===== src/rtl/prbs_pkg.sv =====
`default_nettype none
// ============================================================================
// Module   : prbs_pkg
// Purpose  : Shared PRBS31 definitions for the pattern generator and checker.
//            Holds the polynomial constants (x^31 + x^28 + 1), the checker
//            state encoding and the next-bit function used on both ends.
// Revision : 1.0 - initial release
// ============================================================================
package prbs_pkg;

    localparam int c_PRBS_LEN    = 31;
    localparam int c_PRBS_TAP_HI = 30;
    localparam int c_PRBS_TAP_LO = 27;

    // Encoding 3 is unused; the checker treats it as SEED on the next clock.
    typedef enum logic [1:0] {
        ST_SEED   = 2'd0,
        ST_VERIFY = 2'd1,
        ST_LOCKED = 2'd2
    } chk_state_t;

    // Next bit of the sequence given the current register contents.
    function automatic logic prbs31_next_bit(input logic [c_PRBS_LEN-1:0] sr);
        return sr[c_PRBS_TAP_HI] ^ sr[c_PRBS_TAP_LO];
    endfunction

endpackage : prbs_pkg
`default_nettype wire


===== src/rtl/prbs31_lfsr.sv =====
`default_nettype none
// ============================================================================
// Module   : prbs31_lfsr
// Purpose  : 31-bit PRBS31 shift register with prediction output.
//            On each enabled clock the register shifts in either the external
//            bit or its own predicted bit, so the same block serves as a
//            free-running generator or as a self-synchronising receiver.
// Ports    : clk        - clock (rising edge)
//            rst        - asynchronous active-high reset, clears the register
//            i_en       - shift enable
//            i_sel_pred - 1: shift in o_pred, 0: shift in i_din
//            i_din      - external bit to load
//            o_pred     - predicted next bit
//            o_sr       - current register contents
// Revision : 1.0 - initial release
// ============================================================================
module prbs31_lfsr
    import prbs_pkg::*;
(
    input  logic                  clk,
    input  logic                  rst,
    input  logic                  i_en,
    input  logic                  i_sel_pred,
    input  logic                  i_din,
    output logic                  o_pred,
    output logic [c_PRBS_LEN-1:0] o_sr
);

    logic [c_PRBS_LEN-1:0] r_sr;
    logic                  w_pred;
    logic                  w_load;

    assign w_pred = prbs31_next_bit(r_sr);
    assign w_load = i_sel_pred ? w_pred : i_din;

    always_ff @(posedge clk or posedge rst) begin
        if (rst) begin
            r_sr <= '0;
        end else if (i_en) begin
            r_sr <= {r_sr[c_PRBS_LEN-2:0], w_load};
        end
    end

    assign o_pred = w_pred;
    assign o_sr   = r_sr;

endmodule : prbs31_lfsr
`default_nettype wire


===== config.mk =====
export PLATFORM = sky130hd
export DESIGN_NAME = prbs31_lfsr
export DESIGN_NICKNAME = d
export VERILOG_FILES = /design/src/rtl/prbs_pkg.sv /design/src/rtl/prbs31_lfsr.sv
export SDC_FILE = /design/constraint.sdc
export NUM_CORES = 1
export LEC_CHECK = 0
export BUFFER_PORTS_ARGS = -buffer_cell sky130_fd_sc_hd__buf_4
export CAP_MARGIN = 20
export CORE_UTILIZATION = 53
export DETAILED_ROUTE_END_ITERATION = 8
export HOLD_SLACK_MARGIN = 0.1
export PLACE_DENSITY = 0.82
export SLEW_MARGIN = 20
export SYNTH_ARGS = -nofsm -noshare
export SYNTH_HDL_FRONTEND = slang
export SYNTH_SLANG_ARGS = --single-unit

===== constraint.sdc =====
create_clock -name clk -period 2.2 [get_ports clk]
set_input_delay 0.66 -clock clk [delete_from_list [all_inputs] [get_ports clk]]
set_output_delay 0.66 -clock clk [all_outputs]
set_load 0.005 [all_outputs]

=== Word level (Yosys, flattened, before mapping) ===
Cells that the tools add are included.

* Bits in registers: 31
* Bits of input ports: 5
* Output and inout bits: 32
* Word-level logic and storage cells: 3

* Multiplexer cells: 1
* Bitwise gates (word level): 1

{| class="wikitable"
|+ Operator list
! cell !! number
|-
| 1-bit two-way mux || 1
|-
| 1-bit bitwise XOR || 1
|}

=== Longest topological paths before layout ===
* Depth after elaboration: 2
* Depth in mapped cells: 2
* Mapped depth without buffers: 2

=== Worst setup path after synthesis ===
OpenSTA, ideal clock, no wires.

* Path kind: register to output
* Start point: reg r_sr[27], in the netlist o_sr[27]
* End point: out o_pred
* Arrival: 608 ps
* Required time: 1540 ps
* Setup slack: 932 ps
* Cell stages (with the launch flop): 2
* Buffers on the path: 0
* Path through: dfrtp_1 > xor2_1

* Cells in the longest elaborated chain, start to end: 1

{| class="wikitable"
|+ RTL lines
! item !! line !! text
|-
| start: declaration || prbs31_lfsr.sv:29 || <nowiki>logic [c_PRBS_LEN-1:0] r_sr;</nowiki>
|-
| start signal: assignment || prbs31_lfsr.sv:40 || <nowiki>r_sr <= {r_sr[c_PRBS_LEN-2:0], w_load};</nowiki>
|-
| 1-bit bitwise XOR || prbs_pkg.sv:24 || <nowiki>return sr[c_PRBS_TAP_HI] ^ sr[c_PRBS_TAP_LO];</nowiki>
|-
| end: declaration || prbs31_lfsr.sv:25 || <nowiki>output logic o_pred,</nowiki>
|}

Every way passes these cells.

=== Worst setup path in the final report ===
Ends and elaborated chain as after synthesis.

==> results.yml <==
status:
  status: "completed"
setup_path:
  path_cells: "xor2_1 -> buf_4"
  critPathBufInv: 1
  cpPeakStageDelay_ns: 0.41
  reg2reg_from: "o_sr[27]"
  cp-end-kind: "output port"
  crit_type: "reg -> out"
  ff2ff_setup_slack_ns: 1.25
  startpoint_type: "flop"
  rr_worst_depth: 2
  required_ns: 1.54
  critPathSlowestCell: "dfrtp_1"
  timing.rr.end: "o_sr[0]"
  path_delay_family: "flip-flops"
  cp.arrival_ns: 1.08
  crit_cells: 2
  worstPathMaxFanout: 4
floorplan:
  die_y_um: 49.4
  io_pins: 37
  initial_utilization: 0.584
  row_count: 16
  chipWidth_um: 49.4
  die_area_sq_um: 2440
  core_area_sq_um: 2040
place:
  place.gp.congestion: 0.641
  dp_hpwl_mm: 1.26
  port_buffers: 36
  placed_cell_area_sq_um: 1470
  dp_cells: 131
route:
  vias_per_cell: 4.88
  drtPass1Iterations: 2
  drcViolationCount: 0
  routed_wl_mm: 1.84
  ant_nets: 0
  wl_per_cell_um: 13.3
  drtIter0Drc: 3
  vias: 674
timing:
  max_freq_mhz: 575
  rsz0062_at_grt: "no"
  slew_headroom: 0.747
  clock_skew_ns: 0.00840
  hold_viol_final: 0
  setup_violations: 0
  slew_viol_final: 0
  fin_setup_tns_ns: 0
  period_minus_slack_ns: 1.74
  worst_pin_slew_ns: 0.380
  period_share: 0.791
layout:
  stdcell_count: 138
  nets: 116
  syn2layout_area_growth_pct: 28.0
  utilization: 0.748
  layout_common_cells: "37 x buf_4, 31 x dfrtp_1, 30 x mux2_2, 5 x clkbuf_4"
  fin_area_sq_um: 1530
  n_antenna_cell: 0
  largest_reg_flops: 31
  final_common_cell: "buf_4"
  final_layout_size_suffix_gt1_frac: 0.685
grt:
  antenna_found_initial: 0
  grt.met3_usage: 0.0685
  met1_usage: 0.192
  grt_pass1_vias: 703
  grt-ovfl-total: 0
  grt_pass1_wl_mm: 3.09
  grt_max_degree: 34
  track_usage: 0.180
  met2_usage: 0.299
  top_usage_layer: "met2"
logic_synthesis:
  yosys_warnings: 0
  synthSimpleGateAreaFrac: 0.0199
  yosys.area.top_type_share: 0.651
  synth_top_family_by_area: "multiplexers"
  synth_seq_cells: 31
  synthCells: 70
  synth_xor_area_frac: 0.00735
  syn_area_sq_um: 1190
  ys_seq_area_frac: 0.651
  synthDistinctLibCells: 9
  syn_nets: 75
  yosys.area.top_type: "dfrtp_1"
  synth.area.mux_share: 0.283
  synth_compound_area_frac: 0.00735
  synth-adder-area-share: 0
  synth_area_per_cell_sq_um: 17.0
  synth_area_leaders: "dfrtp_1 65%, mux2_2 28%, buf_6 2.8%"
clock_tree:
  cts-buffers-inserted: 5
  postCtsResizedCells: 0
  cts_setup_buffers: 0
  cts_hold_buf: 0
  insertion_delay_ns: 0.32
  cts.htree.levels: 2
  cts_root_buffer: "clkbuf_4"
  cts_sinks: 31
  clockBufferDepth: 2
  cts_tree: "done"
  clkTransAtPathRegs_ns: 0.09
run:
  cap_violations: 0
power:
  p_per_area_nw_per_um2: 1160
  leakage_nw: 0.825
  irDropWorstVdd_v: 0.000859
  finalPower_mw: 1.76
worst_hold_path:
  holdCritPathClass: "in -> async"
-- per-stage QoR --
stage / hold slack, ns / setup WS (ns)
2_1_floorplan: 0.519 / 0.878
3_3_place_gp: 0.514 / 0.676
3_5_place_dp: 0.519 / 0.655
4_1_cts: 0.396 / 0.431
5_1_grt: 0.417 / 0.408
6_report: 0.399 / 0.461
-- synth_stat cells, drive strengths merged --
master,instances
nor2b,1
and2,1
mux2,30
and3b,1
a211o,1
dfrtp,31
xor2,1
inv,1
buf,3
-- worst max path at each step --
stage	startpoint	to	slack, ns
floorplan	rst	o_sr[0]	0.88
global placement	i_en	o_sr[0]	0.68
detailed placement	i_en	o_sr[0]	0.65
CTS	o_sr[27]	o_pred	0.43
global route	o_sr[27]	o_pred	0.41
finish	o_sr[27]	o_pred	0.46
-- tightest hold or removal path: stages --
cell and delay (ns):
buf_4 0.10, inv_1 0.04, buf_4 0.33
-- power breakdown --
part | switching [mW] | internal, mW
Sequential | 0.138 | 0.760
Clock | 0.176 | 0.148
Combinational | 0.161 | 0.382
Total | 0.475 | 1.29
-- routing by layer --
| metal | vias up | wire (um) |
|---|---|---|
| met5 | - | 0 |
| met4 | 0 | 42 |
| met3 | 4 | 108 |
| met2 | 25 | 876 |
| met1 | 320 | 814 |
| li1 | 325 | - |
-- area by class of cell --
cell class / instances / area (sq um)
Tap cell: 27 / 33.8
Timing Repair Buffer: 37 / 278
Inverter: 1 / 3.75
Sequential cell: 31 / 776
Clock inverter: 1 / 5.00
Multi-Input combinational cell: 35 / 379
Fill cell: 145 / 515
Clock buffer: 6 / 51.3
-- cells by family after synthesis --
logic type / Yosys count
xor+xnor: 1
simple gates: 3
mux: 30
compound gates: 1
flops: 31
buf+inv: 4
(Power assumes the default switching activity.)
